**config.mk**
```make
export PLATFORM = sky130hd
export DESIGN_NAME = dual_port_bus_arbiter
export DESIGN_NICKNAME = d
export VERILOG_FILES = /design/src/rtl/dual_port_bus_arbiter.sv
export SDC_FILE = /design/constraint.sdc
export NUM_CORES = 1
export LEC_CHECK = 0
export CAP_MARGIN = 20
export CORE_AREA = 2 2 113 115
export DETAILED_ROUTE_END_ITERATION = 10
export DIE_AREA = 0 0 115 117
export DONT_BUFFER_PORTS = 1
export PLACE_DENSITY_LB_ADDON = 0.12
export SYNTH_ARGS = -nofsm -noshare
export SYNTH_HDL_FRONTEND = slang
export SYNTH_SLANG_ARGS = --single-unit
export TNS_END_PERCENT = 1
```
**constraint.sdc**
```tcl
create_clock -name i_clock -period 2.3 [get_ports i_clock]
set_input_delay 0.46 -clock i_clock [delete_from_list [all_inputs] [get_ports i_clock]]
set_output_delay 0.46 -clock i_clock [all_outputs]
set_load 0.02 [all_outputs]
```
**src/rtl/dual_port_bus_arbiter.sv**
```systemverilog
// Round-robin arbiter: instruction port A (read-only) and data port B share one system bus.
// Grant registers one cycle after a request; one-cycle ready pulse after slave ready; waits for the slave unless TIMEOUT > 0.
module dual_port_bus_arbiter #(
  parameter int TIMEOUT = 0
) (
  input  logic        i_clock,
  input  logic        i_reset,
  output logic        o_bus_rw,
  output logic        o_bus_request,
  input  logic        i_bus_ready,
  output logic [31:0] o_bus_address,
  input  logic [31:0] i_bus_rdata,
  output logic [31:0] o_bus_wdata,
  input  logic        i_pa_request,
  output logic        o_pa_ready,
  input  logic [31:0] i_pa_address,
  output logic [31:0] o_pa_rdata,
  input  logic        i_pb_rw,
  input  logic        i_pb_request,
  output logic        o_pb_ready,
  input  logic [31:0] i_pb_address,
  output logic [31:0] o_pb_rdata,
  input  logic [31:0] i_pb_wdata
);

  localparam int CW = (TIMEOUT > 0) ? $clog2(TIMEOUT + 1) : 1;

  typedef enum logic [2:0] {
    S_IDLE,
    S_BUSY_A,
    S_BUSY_B,
    S_ACK_A,
    S_ACK_B
  } state_t;

  state_t        r_state, w_state;
  logic          r_last_b, w_last_b;
  logic [CW-1:0] r_cnt, w_cnt;
  logic          r_bus_rw, w_bus_rw;
  logic          r_bus_request, w_bus_request;
  logic [31:0]   r_bus_address, w_bus_address;
  logic [31:0]   r_bus_wdata, w_bus_wdata;
  logic          r_pa_ready, w_pa_ready;
  logic [31:0]   r_pa_rdata, w_pa_rdata;
  logic          r_pb_ready, w_pb_ready;
  logic [31:0]   r_pb_rdata, w_pb_rdata;

  logic w_pick_b;
  logic w_timeout;
  logic w_done;

  // B wins when alone or when A was served most recently.
  assign w_pick_b  = i_pb_request & (~i_pa_request | ~r_last_b);
  assign w_timeout = (TIMEOUT != 0) && (r_cnt == CW'(TIMEOUT));
  assign w_done    = i_bus_ready | w_timeout;

  always_comb begin
    w_state       = r_state;
    w_last_b      = r_last_b;
    w_cnt         = r_cnt;
    w_bus_rw      = r_bus_rw;
    w_bus_request = r_bus_request;
    w_bus_address = r_bus_address;
    w_bus_wdata   = r_bus_wdata;
    w_pa_ready    = 1'b0;
    w_pa_rdata    = r_pa_rdata;
    w_pb_ready    = 1'b0;
    w_pb_rdata    = r_pb_rdata;
    case (r_state)
      S_IDLE: begin
        if (w_pick_b) begin
          w_state       = S_BUSY_B;
          w_last_b      = 1'b1;
          w_cnt         = '0;
          w_bus_request = 1'b1;
          w_bus_rw      = i_pb_rw;
          w_bus_address = i_pb_address;
          w_bus_wdata   = i_pb_wdata;
        end else if (i_pa_request) begin
          w_state       = S_BUSY_A;
          w_last_b      = 1'b0;
          w_cnt         = '0;
          w_bus_request = 1'b1;
          w_bus_rw      = 1'b0;
          w_bus_address = i_pa_address;
          w_bus_wdata   = '0;
        end
      end
      S_BUSY_A: begin
        if (w_done) begin
          w_state       = S_ACK_A;
          w_bus_request = 1'b0;
          w_bus_rw      = 1'b0;
          w_pa_ready    = 1'b1;
          w_pa_rdata    = i_bus_ready ? i_bus_rdata : '0;
        end else if (TIMEOUT != 0) begin
          w_cnt = r_cnt + CW'(1);
        end
      end
      S_BUSY_B: begin
        if (w_done) begin
          w_state       = S_ACK_B;
          w_bus_request = 1'b0;
          w_bus_rw      = 1'b0;
          w_pb_ready    = 1'b1;
          // A write completion leaves the last read result visible.
          if (!r_bus_rw) begin
            w_pb_rdata = i_bus_ready ? i_bus_rdata : '0;
          end
        end else if (TIMEOUT != 0) begin
          w_cnt = r_cnt + CW'(1);
        end
      end
      S_ACK_A, S_ACK_B: begin
        w_state = S_IDLE;
      end
      default: begin
        w_state = S_IDLE;
      end
    endcase
  end

  always_ff @(posedge i_clock) begin
    if (i_reset) begin
      r_state       <= S_IDLE;
      r_last_b      <= 1'b0;
      r_cnt         <= '0;
      r_bus_rw      <= 1'b0;
      r_bus_request <= 1'b0;
      r_bus_address <= '0;
      r_bus_wdata   <= '0;
      r_pa_ready    <= 1'b0;
      r_pa_rdata    <= '0;
      r_pb_ready    <= 1'b0;
      r_pb_rdata    <= '0;
    end else begin
      r_state       <= w_state;
      r_last_b      <= w_last_b;
      r_cnt         <= w_cnt;
      r_bus_rw      <= w_bus_rw;
      r_bus_request <= w_bus_request;
      r_bus_address <= w_bus_address;
      r_bus_wdata   <= w_bus_wdata;
      r_pa_ready    <= w_pa_ready;
      r_pa_rdata    <= w_pa_rdata;
      r_pb_ready    <= w_pb_ready;
      r_pb_rdata    <= w_pb_rdata;
    end
  end

  assign o_bus_rw      = r_bus_rw;
  assign o_bus_request = r_bus_request;
  assign o_bus_address = r_bus_address;
  assign o_bus_wdata   = r_bus_wdata;
  assign o_pa_ready    = r_pa_ready;
  assign o_pa_rdata    = r_pa_rdata;
  assign o_pb_ready    = r_pb_ready;
  assign o_pb_rdata    = r_pb_rdata;

endmodule

```
# After elaboration in Yosys (flattened, before gate mapping)
# Index checks and enable logic that the tools add are counted.
[totals]
ff_bits = 136
input_bits = 134
output_inout_bits = 132
elab_cells = 52
[classes]
n_eq_ne = 6
mux = 18
bitwise = 7
reduce_logical = 11
[ops]
columns = ["operator", "count"]
rows = [
  ["$mux W32", 4],
  ["$mux W3", 4],
  ["$pmux W3 S3", 1],
  ["$reduce_and A3 Y1", 3],
  ["$mux W1", 7],
  ["$reduce_or A2 Y1", 3],
  ["$not A1 Y1", 5],
  ["$ne A2 B2 Y1 const B", 2],
  ["$pmux W1 S2", 2],
  ["$reduce_and A2 Y1", 2],
  ["$reduce_bool A2 Y1", 2],
  ["$eq A3 B1 Y1 const B", 1],
  ["$eq A3 B2 Y1 const B", 1],
  ["$logic_not A3 Y1", 1],
  ["$ne A3 B3 Y1 const B", 1],
  ["$ne A2 B1 Y1 const B", 1],
  ["$and A1 B1 Y1", 1],
  ["$or A1 B1 Y1", 1],
]

# Logic depth before layout (Yosys ltp)
[logic_depth]
depth_word = 5
depth_mapped = 6
ltp_nobuf = 3

# Worst setup path after synthesis
# OpenSTA, ideal clock, no wires.
[synth_path]
path_kind = "input to register"
from = "input i_reset"
to = "register r_bus_wdata[0], in the netlist o_bus_wdata[0]"
setup_ns = 0.132
t_arrival_ns = 1.299
required_time_ns = 2.168
setup_slack_ns = 0.868
path_stages = 4
path_buffers = 3
cell_sequence = "clkbuf_1 -> clkbuf_1 -> clkbuf_1 -> a21oi_1"
[synth_lines]
columns = ["element", "line_no", "rtl"]
rows = [
  ["from (decl)", "7", "input logic i_reset,"],
  ["to (signal assigned)", "143", "r_bus_wdata <= w_bus_wdata;"],
  ["to (decl)", "42", "logic [31:0] r_bus_wdata, w_bus_wdata;"],
]
# No word-level cell between the ends.

# Worst setup path in the final report
[layout_path]
from = "register r_state[0]"
to = "register r_pa_rdata[12], in the netlist o_pa_rdata[12]"
[layout_between]
elab_chain_cells = 2
[layout_lines]
columns = ["element", "line_no", "rtl"]
rows = [
  ["from (decl)", "36", "state_t r_state, w_state;"],
  ["from (signal assigned)", "137", "r_state <= w_state;"],
  ["$eq A3 B1 Y1", "69", "case (r_state)"],
  ["$reduce_and A2 Y1 (no source line)", "--", ""],
  ["to (signal assigned)", "145", "r_pa_rdata <= w_pa_rdata;"],
  ["to (decl)", "44", "logic [31:0] r_pa_rdata, w_pa_rdata;"],
]
# No other way between the ends.
# A chain may end at the register's enable or synchronous reset.

==> flow_summary.yaml <==
status:
  status: "finished, final reports clean"
timing:
  rsz0062_at_grt: "no"
  slew_viol_final: 0
  skew_ns: 0.00581
  fmax_ghz: 0.578
  min_period_ns: 1.73
  max_slew_margin: 0.389
  finalSetupViolations: 0
  hold_slack_ns: 0.117
  fin_crit_sh: 0.753
  setup_ws_ns: 0.569
  final.setup.tns_ns: 0
  worst_pin_slew_ns: 0.915
  hold_viol: 0
synth:
  netlist_instances: 623
  synth_mux_area_frac: 0.0628
  synthXorXnorAreaFrac: 0.00162
  yosys.area_share.simple: 0.132
  synth_nets: 757
  synthArstFlopShare: 0
  syn_avg_cell_area_um2: 8.70
  synth_area_mm2: 0.00542
  synth_flop_cell: "dfxtp_1"
  synth_compound_area_frac: 0.236
  synth_top_family_by_area: "compound AO/OA/AOI/OAI gates"
  yosysSeqAreaShare: 0.502
  synth_edf_count: 0
  yosys_warnings: 0
  synth_fa_ha_area_frac: 0
  ys_types: 35
  synth_seq_cells: 136
placement:
  dpl.hpwl_um: 9570
  dp_slack_ns: 0.555
  port_buffers: 0
  gp_congestion: 0.717
routing:
  post_drt_wl_per_cell_um: 19.4
  avgViaCountPerCell: 5.92
  drtIter0Drc: 325
  firstDrtPassIters: 5
  drtAntennaViolNets: 0
  vias: 4403
  totalWireLength_um: 14400
  remaining_drc_errors: 0
global_routing:
  grt_pass1_vias: 4171
  grt_pass1_wl_um: 21800
  grt_usage: 0.208
  grt-ovfl-total: 0
  grt_max_degree: 136
  antenna_found_initial: 0
floorplan:
  core-area_mm2: 0.0123
  die_x_um: 115
  initial_core_util: 0.440
  die-area_mm2: 0.0135
  row_count: 41
  dieHeight_um: 117
  ios: 266
setup_path:
  end_kind: "register"
  crit_path_max_incr_delay_ns: 0.62
  cp.arrival_ns: 2.03
  worst_path_max_delay_cell: "dfxtp_1"
  worstPathRequired_ns: 2.60
  start_kind: "register"
  cp_max_fo: 26
  path_class: "reg -> reg"
  worstRegToRegCells: 4
  path_cells: "nand4bb_1, buf_12, nand2_1, a21oi_1"
cts:
  clk_path_buf_depth: 2
  clk_latency_ns: 0.41
  numCtsBuffers: 17
  cts_sinks: 136
  cts_root_buf: "clkbuf_16"
  postCtsHoldBufs: 0
  clkTransAtPathRegs_ns: 0.05
  tritoncts: "done"
  cts_setup_buffers: 0
  cts_resized: 0
  htreeDepth: 4
hold_path:
  hold_class: "in -> reg"
  hold_depth: 1
pwr:
  p_leak_uw: 0.00203
  peakVddDrop_v: 0.000461
  power.density_mw_per_mm2: 1000
finish:
  nNetsFinal: 719
  multi_input_area_mm2: 0.00237
  synthToLayoutAreaGrowth_pct: 8.89
  drive_above_1_share: 0.0673
  seq_area_mm2: 0.00272
  fillers: 1193
  post-route-util: 0.479
  diodes: 0
job:
  cap_violations: 0
-- cell type report --
class                           count  area share
Timing Repair Buffer               10      0.0212
Multi-Input combinational cell    418       0.402
Clock buffer                       23      0.0776
Clock inverter                      5     0.00466
Inverter                            2     0.00127
Tap cell                          150      0.0318
Sequential cell                   136       0.461
-- per-layer routing --
metal	global-route usage	share of wire	vias up	routed length [um]
met3	0.0824	0.092	30	1330
met1	0.243	0.40	2056	5740
met4	0.103	0.028	0	400
met5	0	0	-	0
li1	-	-	2135	-
met2	0.334	0.48	182	6970
-- synthesized netlist by cell type, drive strengths merged (2+ instances only) --
cell type,number,share of area
a211oi,32,0.044
a21oi,131,0.12
buf,32,0.039
clkbuf,35,0.025
dfxtp,136,0.50
inv,2,0.0014
mux2i,34,0.063
nand2,67,0.046
nand3,64,0.059
nand4bb,2,0.0042
nor2,6,0.0085
nor3,2,0.0028
o21ai,65,0.060
-- critical path: cells and delay by family (launching register included) --
kind / cells / cell delay [ns]
compound gates: 1 / 0.06
buf+inv: 1 / 0.35
flops: 1 / 0.62
simple gates: 2 / 0.59
-- per-stage QoR --
stage	total power [uW]	area, um^2	instances
after floorplan	3560	5420	623
after global placement	3650	5420	716
after detailed placement	3680	5420	716
after CTS	5980	5900	744
after global routing	6190	5900	744
final	5900	5900	744
-- flip-flops by register name (all words and copies together) (netlist names) --
| signal | count |
|---|---|
| o_pa_rdata | 32 |
| o_bus_request | 1 |
| r_last_b | 1 |
| o_bus_address | 32 |
| r_state | 3 |
| o_pa_ready | 1 |
| o_pb_ready | 1 |
| o_bus_rw | 1 |
| o_bus_wdata | 32 |
| o_pb_rdata | 32 |
-- final timing paths --
path | from | slack [ns] | end
min reg2reg | r_last_b$_SDFFE_PP0P_ | 0.51 | r_last_b$_SDFFE_PP0P_
max | r_state[0]$_SDFFE_PP0P_ | 0.57 | o_pa_rdata[12]$_SDFFE_PP0P_
min | i_reset | 0.12 | o_pa_rdata[5]$_SDFFE_PP0P_
max reg2reg | r_state[0]$_SDFFE_PP0P_ | 0.57 | o_pa_rdata[12]$_SDFFE_PP0P_
-- cell families after synthesis --
logic type	after synthesis
AOI/OAI and AO/OA	235
xor gates and xnor gates	1
buffers and inverters	69
DFF	136
muxes	34
and+or+nand+nor	148
-- layout by cell type (no fill, tap or decap), types with 4 or more instances in the layout --
cell type | Yosys | final
mux2i_1 | 34 | 34
a211oi_1 | 32 | 32
clkbuf_1 | 32 | 5
dfxtp_1 | 136 | 136
buf_4 | 10 | 6
o21ai_1 | 11 | 11
a21oi_1 | 131 | 131
buf_12 | 0 | 4
nor2_1 | 4 | 4
o21ai_0 | 54 | 54
nand2_1 | 67 | 67
nand3_1 | 64 | 64
clkinv_2 | 0 | 4
clkbuf_16 | 0 | 17
-- report_power, final --
| group | internal (uW) | switching [uW] |
|---|---|---|
| clock network | 1370 | 910 |
| logic | 267 | 418 |
| registers | 2560 | 381 |
Power figures use the tool's default switching activity.
